--- src/rtl/cache_core_dm.sv ---
// cache_core_dm: direct-mapped, write-through, no-write-allocate cache core.
// One word per line. Packets {addr,wdata,wstrb,we} arrive on pkt_*; read data
// leaves on rsp_*; single-beat requests go to backing memory on mem_req_*,
// with read data returned on mem_rsp_* (valid only, no back-pressure).
// flush_i invalidates all lines while idle; hit/miss counters saturate.
module cache_core_dm #(
    parameter int ADDR_WIDTH = 32,
    parameter int DATA_WIDTH = 32,
    parameter int DATA_BYTES = DATA_WIDTH / 8,
    parameter int FIFO_WIDTH = ADDR_WIDTH + DATA_WIDTH + DATA_BYTES + 1,
    parameter int LINES      = 16,
    parameter int CNT_WIDTH  = 16
) (
    input  logic                  aclk_i,
    input  logic                  arstn_i,
    input  logic [FIFO_WIDTH-1:0] pkt_data_i,
    input  logic                  pkt_valid_i,
    output logic                  pkt_ready_o,
    input  logic                  cpu_ready_i,
    output logic [DATA_WIDTH-1:0] rsp_data_o,
    output logic                  rsp_valid_o,
    input  logic                  flush_i,
    output logic                  mem_req_valid_o,
    input  logic                  mem_req_ready_i,
    output logic                  mem_req_we_o,
    output logic [ADDR_WIDTH-1:0] mem_req_addr_o,
    output logic [DATA_WIDTH-1:0] mem_req_wdata_o,
    output logic [DATA_BYTES-1:0] mem_req_wstrb_o,
    input  logic                  mem_rsp_valid_i,
    input  logic [DATA_WIDTH-1:0] mem_rsp_data_i,
    output logic [CNT_WIDTH-1:0]  hit_cnt_o,
    output logic [CNT_WIDTH-1:0]  miss_cnt_o
);
    localparam int OFF_W = $clog2(DATA_BYTES);
    localparam int IDX_W = $clog2(LINES);
    localparam int TAG_W = ADDR_WIDTH - IDX_W - OFF_W;
    localparam int WA_W  = ADDR_WIDTH - OFF_W;

    typedef enum logic [2:0] {
        S_IDLE,
        S_LOOKUP,
        S_MEM_WR,
        S_MEM_RD,
        S_MEM_WAIT,
        S_RESP
    } state_t;

    state_t                 state_q;
    logic [LINES-1:0]       valid_q;
    logic [TAG_W-1:0]       tag_arr_q  [LINES];
    logic [DATA_WIDTH-1:0]  data_arr_q [LINES];
    logic [WA_W-1:0]        waddr_q;
    logic [DATA_WIDTH-1:0]  wdata_q;
    logic [DATA_BYTES-1:0]  wstrb_q;
    logic                   we_q;
    logic [DATA_WIDTH-1:0]  rsp_data_q;
    logic                   mreq_valid_q;
    logic [CNT_WIDTH-1:0]   hit_cnt_q;
    logic [CNT_WIDTH-1:0]   miss_cnt_q;

    logic [ADDR_WIDTH-1:0]  pkt_addr;
    logic                   unused_off;
    logic [IDX_W-1:0]       idx;
    logic [TAG_W-1:0]       tag;
    logic                   hit;
    logic                   wr_hit;
    logic                   fill;
    logic [DATA_WIDTH-1:0]  merged_d;

    // Byte offset never takes part in lookup or memory addressing.
    assign pkt_addr   = pkt_data_i[FIFO_WIDTH-1 -: ADDR_WIDTH];
    assign unused_off = ^pkt_addr[OFF_W-1:0];

    assign idx    = waddr_q[IDX_W-1:0];
    assign tag    = waddr_q[WA_W-1 -: TAG_W];
    assign hit    = valid_q[idx] && (tag_arr_q[idx] == tag);
    assign wr_hit = (state_q == S_LOOKUP) && we_q && hit;
    assign fill   = (state_q == S_MEM_WAIT) && mem_rsp_valid_i;

    assign pkt_ready_o     = (state_q == S_IDLE) && !flush_i;
    assign rsp_valid_o     = (state_q == S_RESP) && cpu_ready_i;
    assign rsp_data_o      = rsp_data_q;
    assign mem_req_valid_o = mreq_valid_q;
    assign mem_req_we_o    = we_q;
    assign mem_req_addr_o  = {waddr_q, {OFF_W{1'b0}}};
    assign mem_req_wdata_o = wdata_q;
    assign mem_req_wstrb_o = wstrb_q;
    assign hit_cnt_o       = hit_cnt_q;
    assign miss_cnt_o      = miss_cnt_q;

    always_comb begin
        merged_d = data_arr_q[idx];
        for (int b = 0; b < DATA_BYTES; b++) begin
            if (wstrb_q[b]) merged_d[b*8 +: 8] = wdata_q[b*8 +: 8];
        end
    end

    // Tag/data storage carries no reset; valid_q alone qualifies it.
    always_ff @(posedge aclk_i) begin
        if (wr_hit) data_arr_q[idx] <= merged_d;
        if (fill) begin
            tag_arr_q[idx]  <= tag;
            data_arr_q[idx] <= mem_rsp_data_i;
        end
    end

    always_ff @(posedge aclk_i or negedge arstn_i) begin
        if (!arstn_i) begin
            state_q      <= S_IDLE;
            valid_q      <= '0;
            waddr_q      <= '0;
            wdata_q      <= '0;
            wstrb_q      <= '0;
            we_q         <= 1'b0;
            rsp_data_q   <= '0;
            mreq_valid_q <= 1'b0;
            hit_cnt_q    <= '0;
            miss_cnt_q   <= '0;
        end else begin
            unique case (state_q)
                S_IDLE: begin
                    if (flush_i) begin
                        valid_q <= '0;
                    end else if (pkt_valid_i) begin
                        waddr_q <= pkt_addr[ADDR_WIDTH-1:OFF_W];
                        wdata_q <= pkt_data_i[DATA_BYTES+1 +: DATA_WIDTH];
                        wstrb_q <= pkt_data_i[1 +: DATA_BYTES];
                        we_q    <= pkt_data_i[0];
                        state_q <= S_LOOKUP;
                    end
                end
                S_LOOKUP: begin
                    if (hit) begin
                        if (!(&hit_cnt_q)) hit_cnt_q <= hit_cnt_q + 1'b1;
                    end else begin
                        if (!(&miss_cnt_q)) miss_cnt_q <= miss_cnt_q + 1'b1;
                    end
                    if (we_q) begin
                        mreq_valid_q <= 1'b1;
                        state_q      <= S_MEM_WR;
                    end else if (hit) begin
                        rsp_data_q <= data_arr_q[idx];
                        state_q    <= S_RESP;
                    end else begin
                        mreq_valid_q <= 1'b1;
                        state_q      <= S_MEM_RD;
                    end
                end
                S_MEM_WR: begin
                    if (mem_req_ready_i) begin
                        mreq_valid_q <= 1'b0;
                        state_q      <= S_IDLE;
                    end
                end
                S_MEM_RD: begin
                    if (mem_req_ready_i) begin
                        mreq_valid_q <= 1'b0;
                        state_q      <= S_MEM_WAIT;
                    end
                end
                S_MEM_WAIT: begin
                    if (mem_rsp_valid_i) begin
                        valid_q[idx] <= 1'b1;
                        rsp_data_q   <= mem_rsp_data_i;
                        state_q      <= S_RESP;
                    end
                end
                S_RESP: begin
                    if (cpu_ready_i) state_q <= S_IDLE;
                end
                default: state_q <= S_IDLE;
            endcase
        end
    end
endmodule

--- config.mk ---
export PLATFORM = sky130hd
export DESIGN_NAME = cache_core_dm
export DESIGN_NICKNAME = d
export VERILOG_FILES = /design/src/rtl/cache_core_dm.sv
export SDC_FILE = /design/constraint.sdc
export NUM_CORES = 1
export LEC_CHECK = 0
export ABC_CLOCK_PERIOD_IN_PS = 6700
export CORE_UTILIZATION = 26
export CTS_BUF_LIST = sky130_fd_sc_hd__clkbuf_2 sky130_fd_sc_hd__clkbuf_4 sky130_fd_sc_hd__clkbuf_8
export DETAILED_ROUTE_END_ITERATION = 6
export PLACE_DENSITY = 0.43
export SKIP_CTS_REPAIR_TIMING = 1
export SLEW_MARGIN = 20
export SYNTH_ARGS = -nofsm -noshare
export SYNTH_HDL_FRONTEND = slang
export SYNTH_SLANG_ARGS = --single-unit
--- constraint.sdc ---
create_clock -name aclk_i -period 6.7 [get_ports aclk_i]
set_input_delay 1.34 -clock aclk_i [delete_from_list [all_inputs] [get_ports aclk_i]]
set_output_delay 1.34 -clock aclk_i [all_outputs]
set_load 0.02 [all_outputs]
==> metrics.cfg, run 1 <==
[status]
status = complete, no violations

[die]
core_um2 = 164800
die_area_um2 = 167700
start_util_pct = 26.19
die_h_um = 409.5
die_x_um = 409.5
fp-row-count = 149
io_pins = 244

[sta]
fin_setup_tns_ns = 0
rsz0062_at_grt = false
relSlewSlack_pct = 28.73
worst_slack_ns = 1.414
min_period_ns = 5.286
setup_violations = 0
skew_ns = 0.05937
worst_slew_pin_slew_ns = 1.042
max_freq_mhz = 189.2
holdWs_ns = 0.4124
drv_slew = 0
period_share_pct = 78.89
hold_violations = 0

[logic_synthesis]
yosys_warnings = 0
synthMostInstantiatedCell = edfxtp_1
yosys.area.top_type_share_pct = 64.55
synth.area.top_cells = edfxtp_1 65%, mux4_2 12%, dfrtp_1 8.8%
synth_cells = 2158
synth_edf_count = 928
synth_area_um2 = 43170
synth-seq-cells = 1079
yosys.area.top_type = edfxtp_1
ys_types = 72
synthArstFlopShare_pct = 13.99
synth_common_cells = 928 x edfxtp_1, 232 x mux4_2, 152 x mux2_2
post_synth.cell_area_avg_um2 = 20.00
synthFlopType = edfxtp_1
ys_seq_area_share_pct = 73.31

[cells_and_area]
synthToLayoutAreaGrowth_pct = 21.88
nets = 2679
layout-drive-gt1-share_pct = 30.66

[flow_run]
cap_violations = 0

[grt]
first_global_vias = 24270
antenna_found_initial = 2
grt_pass1_wl_mm = 171.4
grt_use_total_pct = 14.13
grt_start_max_net_pins = 95
globalRouteOverflowTotal = 0

[clock_tree]
cts_tree = built
clk_latency_ns = 0.90
cts_buffers = 190
clockRootBuffer = clkbuf_8
cts_sinks = 1079
cts.path.max_buffers = 3
cts_max_level = 4
clk_pin_slew_worst_paths_ns = 0.07

[min_path]
hold_class = input port to async pin

[place]
gp_congestion = 0.7300
dp.final_hpwl_mm = 67.41
io_buffers = 239
pre_cts_ws_ns = 1.224

[drt]
vias = 22320
wirelength_mm = 118.3
final_antenna_net_count = 0
drt_iter0_markers = 1366
viasPerCell = 4.542
drc = 0
drtPass1Iterations = 5
wl_per_cell_um = 24.07

[critical_path]
cp.arrival_ns = 5.81
timing.critical_path.buf_inv = 3
path_class = flop to flop
cp-end-kind = flop
crit_required_ns = 7.23
crit_top_cell = buf_4
cp_cell_sequence = buf_4, mux2i_1, xnor2_1, a2111oi_0, a41o_1, nand4bb_1, nor3_1, a31oi_2, buf_4, nor3_2, buf_12
startpoint_type = flop
cp_slowest_stage_delay_ns = 0.94
cp_slowest_cell = dfrtp_4
crit_family = compound AO/OA/AOI/OAI gates
worstPathMaxFanout = 40

[power]
leakagePower_uw = 0.01733
worst_ir_drop_vdd_mv = 0.3678
p_comb_share_pct = 33.0
totalPowerFinal_uw = 23800
p_sw_uw = 8023
sw_frac_of_total_pct = 33.70
p_clk_share_pct = 25.1
seq_power_share_pct = 41.9
power.density_nw_per_um2 = 452.4
internal_power_uw = 15780

layer usage:
metal  share of wire (%)  up-vias  track usage (%)
met3                 4.7      176            3.026
met1                  43    11910            18.18
met2                  50      575            23.65
met4                 2.5        0            4.510
li1                    -     9652                -
met5                   0        -                0
metrics by stage:
| stage | instances | instance area (um2) | util, % |
|---|---|---|---|
| global placement | 4564 | 48880 | 29.66 |
| finish | 4914 | 52610 | 31.92 |
| floorplan | 2159 | 43170 | - |
| CTS | 4910 | 52580 | 31.91 |
| global route | 4914 | 52610 | 31.92 |
| detailed placement | 4564 | 48880 | 29.66 |
power by group through the flow:
stage	Clock [uW]	Sequential [uW]	Combinational, uW
floorplan	0	10100	4690
global placement	0	10100	7850
detailed placement	0	10100	8010
CTS	6220	10000	8040
global route	6480	10100	8520
finish	5980	9960	7860
cell type report:
class,count,area [um2]
multi-input cells,946,11080
clock inverters,91,556.8
repair buffers,334,3359
clock buffers,255,3141
well taps,2189,2739
diodes,2,5.005
flip-flops and latches,1079,31660
fillers,16000,112200
inverters,18,67.56
registers in the layout (all words and copies together), names as in the netlist:
signal	flops
state_q	3
data_arr_q	512
valid_q	16
mem_req_we_o	1
miss_cnt_o	16
mem_req_wdata_o	32
tag_arr_q	416
mem_req_valid_o	1
hit_cnt_o	16
mem_req_wstrb_o	4
rsp_data_o	32
waddr_q	30
kinds of logic (layout without fill, tap and decap cells):
group	count (synthesis)	count (layout)	synth area share (%)
flip-flops	1079	1079	73.31
multiplexers	503	503	18.83
AND/OR/NAND/NOR	236	236	2.698
AO/OA/AOI/OAI	145	145	2.342
buffers and inverters	134	698	1.577
XOR/XNOR	58	58	1.177
adder cells (fa/ha/maj)	2	2	0.05796
other	1	4	0.008687
worst paths after layout:
check | cells past startpoint | end | startpoint | slack [ns]
max | 11 | data_arr_q[7][21] | waddr_q[2] | 1.41
min | 1 | waddr_q[13] | arstn_i | 0.41
max reg2reg | 11 | data_arr_q[7][21] | waddr_q[2] | 1.41
min reg2reg | 1 | valid_q[0] | valid_q[0] | 0.49
max in group asynchronous | 2 | mem_req_wdata_o[21] | arstn_i | 5.24
min in group aclk_i | 1 | valid_q[0] | valid_q[0] | 0.49
worst reg2reg max path, delay by kind of cell (launching register included):
family,cells,cell delay (ns)
muxes,1,0.26
AOI/OAI and AO/OA,3,1.44
xor gates and xnor gates,1,0.13
DFF,1,0.94
buffers and inverters,3,1.14
and+or+nand+nor,3,1.01
cells in the final DEF, fill, tap and decap left out, types with 9 or more instances in the layout:
cell type	count
xor2_1	16
edfxtp_1	928
buf_12	20
nor3_1	11
clkbuf_4	60
nor2_4	17
inv_1	17
mux2_2	152
clkinv_2	26
clkinv_1	47
mux2i_1	118
clkdlybuf4s50_1	238
mux4_2	232
and3_1	10
buf_4	74
nor2_1	28
clkbuf_8	197
o21ai_1	9
a22oi_1	14
o21a_1	17
dfrtp_1	147
nand2_1	70
o22ai_1	10
xnor2_1	42
nand3_1	26
nor3_2	18
nand4_1	16
o21ai_0	29
Note: power is estimated with default switching activity, not from simulation.
==> run 2, diff against run 1 <==
ABC_CLOCK_PERIOD_IN_PS = 5350   (was 6700)
clock period = 5.35 ns   (was 6.7 ns; I/O delays follow)
==> run 2 against run 1 <==
Net effect:
- die area unchanged
- clock skew is 0.011 ns lower
- highest routed layer unchanged
- clock-buffer cell count increased by 18
- sequential power grew 24%
- sequential cell count stayed put
- critical path depth is 4 higher
- combinational power grew 31%
==> metrics.cfg, run 2 (synthesis gave the netlist of run 1 again) <==
[drt]
m1WireLength_mm = 50.78
wirelength_mm = 119.7
wl_met2_mm = 61.05
viasPerCell = 4.507
final_antenna_net_count = 0
vias = 22560
drc = 0
routed-wl-met3_mm = 5.471
drt_iter0_markers = 1466
maxUsedRoutingLayer = met4
wl_per_cell_um = 23.92
drtPass1Iterations = 6

[critical_path]
r2r_cells = 15
crit_required_ns = 5.93
cp-end-kind = flop
worstPathMaxFanout = 32
cp_slowest_cell = dfrtp_4
timing.critical_path.buf_inv = 6
path_class = flop to flop
cp_cell_sequence = buf_12, buf_4, mux2i_1, a22oi_1, a31o_2, a2111oi_0, buf_4, a41o_1, nand4bb_1, nor3_1, buf_4, a31oi_2, buf_12, nor3_2, buf_12
crit_family = buffers and inverters
cp_slowest_stage_delay_ns = 0.84
cp.depth = 15
startpoint_type = flop
cp.arrival_ns = 5.58

[cells_and_area]
final_common_cell = edfxtp_1
synthToLayoutAreaGrowth_pct = 24.99
nets = 2765
layout-drive-gt1-share_pct = 33.29
nFillCells = 15850
top_regs = data_arr_q: 512 flops, tag_arr_q: 416 flops
layout_common_cells = 928 x edfxtp_1, 238 x clkdlybuf4s50_1, 232 x mux4_2
regMostFlops = data_arr_q
largest_reg_flops = 512

[clock_tree]
cts_buffers = 192
clockRootBuffer = clkbuf_8
clk_latency_ns = 0.91
cts.path.max_buffers = 3
clk_pin_slew_worst_paths_ns = 0.06
cts_max_level = 4
cts_sinks = 1079
cts_tree = built

[flow_run]
cap_violations = 0

[grt]
antenna_found_initial = 4
first_global_vias = 24820
grt_use_total_pct = 14.32
grt_pass1_wl_mm = 173.6
grt_start_max_net_pins = 95
globalRouteOverflowTotal = 0

[sta]
worst_slack_ns = 0.3554
hold_violations = 0
holdWs_ns = 0.1388
rsz0062_at_grt = false
setup_violations = 0
skew_ns = 0.04860
relSlewSlack_pct = 31.04
max_freq_mhz = 200.2
min_period_ns = 4.995
drv_slew = 0
worst_slew_pin_slew_ns = 1.034
period_share_pct = 93.36

[power]
totalPowerFinal_uw = 30480
worst_ir_drop_vdd_mv = 0.4714
power.density_nw_per_um2 = 565.0
leakagePower_uw = 0.01800

[place]
gp_congestion = 0.7567
pre_cts_ws_ns = 0.2732
io_buffers = 239
dp.final_hpwl_mm = 74.00

[die]
die_h_um = 409.5
start_util_pct = 26.19
core_um2 = 164800
die_area_um2 = 167700
die_x_um = 409.5
fp-row-count = 149
io_pins = 244

[status]
status = complete, no violations

[min_path]
hold_class = input port to async pin

[run 2: changes by cell type in the layout (fill, tap and decap cells not counted), moves of 3 or more]
| cell | previous run | this run |
|---|---|---|
| buf_4 | 74 | 117 |
| clkinv_1 | 47 | 35 |
| buf_12 | 20 | 61 |
| inv_8 | 1 | 5 |
| clkinv_2 | 26 | 21 |
| clkbuf_4 | 60 | 70 |
| o21ai_0 | 29 | 34 |
| clkbuf_8 | 197 | 204 |
| clkinvlp_4 | 8 | 5 |
| o21ai_1 | 9 | 4 |
[run 2: final timing paths]
path | to | start | slack, ns
max | data_arr_q[6][21] | waddr_q[2] | 0.36
min | waddr_q[22] | arstn_i | 0.14
max reg2reg | data_arr_q[6][21] | waddr_q[2] | 0.36
min reg2reg | valid_q[15] | valid_q[15] | 0.48
max in group asynchronous | hit_cnt_o[4] | arstn_i | 4.18
min in group aclk_i | valid_q[15] | valid_q[15] | 0.48
[run 2: final cells by class]
cell class / count / area (um2) / area share [%]
Sequential cell: 1079 / 31660 / 58.68
Multi-Input combinational cell: 946 / 11090 / 20.56
Timing Repair Buffer: 418 / 4507 / 8.353
Clock buffer: 273 / 3319 / 6.152
Tap cell: 2189 / 2739 / 5.076
Clock inverter: 78 / 561.8 / 1.041
Inverter: 18 / 67.56 / 0.1252
Antenna cell: 4 / 10.01 / 0.01855
[run 2: stage by stage]
step                instance area (um2)  utilization [%]  TNS (ns)  std cells
finish                            53960            32.74         0       5005
global route                      53950            32.74         0       5004
CTS                               53920            32.72         0       5000
detailed placement                50040            30.36         0       4649
global placement                  50040            30.36         0       4649
floorplan                         43170                -   -128.60       2159
[run 2: power by group]
part,leakage [uW],total (uW),switching [uW],internal [uW]
Sequential,0.0103,12400,948,11500
Clock,0.00206,7770,3540,4220
Combinational,0.00567,10300,5750,4560
[run 2: per-layer routing]
layer  up-vias  track usage (%)
met5         -                0
met4         0            4.297
met3       170            2.999
li1       9834                -
met1     12010            17.94
met2       542            24.67
==> run 3, diff against run 2 <==
SETUP_SLACK_MARGIN = 0.1   (was unset)
==> run 3 against run 2 <==
Net effect:
- die area stayed put
- combinational power barely moved
- register-to-register slack gained 0.12 ns
- non-clock buffer count up 2
- sequential power barely moved
- global-route usage is the same
- fmax rose by 2.5%
- cell count is essentially flat
- critical path depth did not move
- power rose by 0.26%
- critical path type unchanged
- largest power group unchanged
==> metrics.cfg, run 3 (synthesis gave the netlist of run 1 again) <==
[cells_and_area]
final_cell_area_um2 = 54010
nets = 2767
top_regs = data_arr_q: 512 flops, tag_arr_q: 416 flops
layout-drive-gt1-share_pct = 33.33
regMostFlops = data_arr_q
largest_reg_flops = 512
synthToLayoutAreaGrowth_pct = 25.11
nFillCells = 15850
fin_util_pct = 32.77
final_common_cell = edfxtp_1
layout_common_cells = 928 x edfxtp_1, 238 x clkdlybuf4s50_1, 232 x mux4_2

[sta]
drv_slew = 0
max_freq_mhz = 205.3
period_share_pct = 91.06
relSlewSlack_pct = 30.64
setup_violations = 0
min_period_ns = 4.872
hold_violations = 0
rsz0062_at_grt = false
worst_slew_pin_slew_ns = 1.040
skew_ns = 0.05001

[grt]
grt_pass1_wl_mm = 173.6
grt_start_max_net_pins = 95
globalRouteOverflowTotal = 0
antenna_found_initial = 4
grt_use_total_pct = 14.32
first_global_vias = 24820

[power]
leakagePower_uw = 0.01803
worst_ir_drop_vdd_mv = 0.4095
power.density_nw_per_um2 = 565.9
totalPowerFinal_uw = 30560

[clock_tree]
cts_max_level = 4
cts_sinks = 1079
cts_tree = built
clk_pin_slew_worst_paths_ns = 0.06
clockRootBuffer = clkbuf_8
cts_buffers = 192
clk_latency_ns = 0.91
cts.path.max_buffers = 3

[drt]
wirelength_mm = 120.4
drtPass1Iterations = 5
drt_iter0_markers = 1523
drc = 0
routed-wl-met3_mm = 5.519
wl_per_cell_um = 24.04
final_antenna_net_count = 0
wl_met2_mm = 61.38
m1WireLength_mm = 51.07
vias = 22510
viasPerCell = 4.497
maxUsedRoutingLayer = met4

[die]
die_x_um = 409.5
start_util_pct = 26.19
io_pins = 244
fp-row-count = 149
core_um2 = 164800
die_h_um = 409.5
die_area_um2 = 167700

[status]
status = complete, no violations

[place]
io_buffers = 239
dp.final_hpwl_mm = 74.00
gp_congestion = 0.7567
placed_area_um2 = 50040

[critical_path]
worstReg2RegEnd = data_arr_q[2][17]
cp-end-kind = flop
path_class = flop to flop
crit_required_ns = 5.93
cp.arrival_ns = 5.45
rr_startpoint = waddr_q[1]
r2r_cells = 15
r2r_slack_ns = 0.48
startpoint_type = flop
worstPathMaxFanout = 29

[flow_run]
cap_violations = 0

[min_path]
hold_class = input port to async pin

## run 3: cell count changes in the layout (fill, tap and decap cells not counted)
cell and change:
buf_12 +1, buf_16 +1, diode_2 -1, nor3_2 -1, nor3_4 +1
## run 3: layout make-up
type	instances	area (um2)	share of cell area, %
sequential	1079	31660	58.62
multi-input combinational	946	11100	20.55
timing repair buffer	420	4554	8.433
clock buffer	273	3319	6.146
tap	2189	2739	5.071
clock inverter	78	561.8	1.040
inverter	18	67.56	0.1251
antenna	3	7.507	0.01390
## run 3: per-stage QoR
step	std cells	setup slack (ns)	setup TNS [ns]	hold WS [ns]
6_report	5006	0.4785	0	0.1391
2_1_floorplan	2159	-0.3584	-128.60	0.4589
3_3_place_gp	4649	0.3816	0	0.4687
3_5_place_dp	4649	0.2732	0	0.4768
5_1_grt	5006	0.1316	0	0.1082
4_1_cts	5000	0.2122	0	0.04664
## run 3: worst max path at each step
stage,slack [ns],depth (start not counted),end,startpoint
floorplan,-0.36,12,data_arr_q[6][0],waddr_q[1]
global placement,0.38,13,data_arr_q[5][8],waddr_q[1]
detailed placement,0.27,15,data_arr_q[5][7],waddr_q[2]
CTS,0.21,15,data_arr_q[5][20],waddr_q[2]
global route,0.13,14,data_arr_q[4][19],waddr_q[0]
finish,0.48,15,data_arr_q[2][17],waddr_q[1]
## run 3: power breakdown
part | total (uW) | switching, uW | internal [uW]
Combinational | 10400 | 5820 | 4590
Sequential | 12400 | 918 | 11500
Clock | 7770 | 3550 | 4220
## run 3: worst max-delay path: stages (launching register included)
cell and delay (ns):
dfrtp_4 0.69, buf_4 0.27, nor2_1 0.34, a22oi_1 0.19, a31o_2 0.27, a2111oi_0 0.54, buf_4 0.20, a41o_1 0.18
nand4bb_1 0.30, nor3_1 0.25, buf_4 0.16, a31oi_2 0.11, buf_12 0.19, buf_4 0.16, nor3_2 0.33, buf_12 0.25
## run 3: routing by layer
layer  up-vias  GRT usage, %
li1       9833             -
met1     11980         17.94
met2       531         24.67
met3       168         2.999
met4         0         4.297
met5         -             0
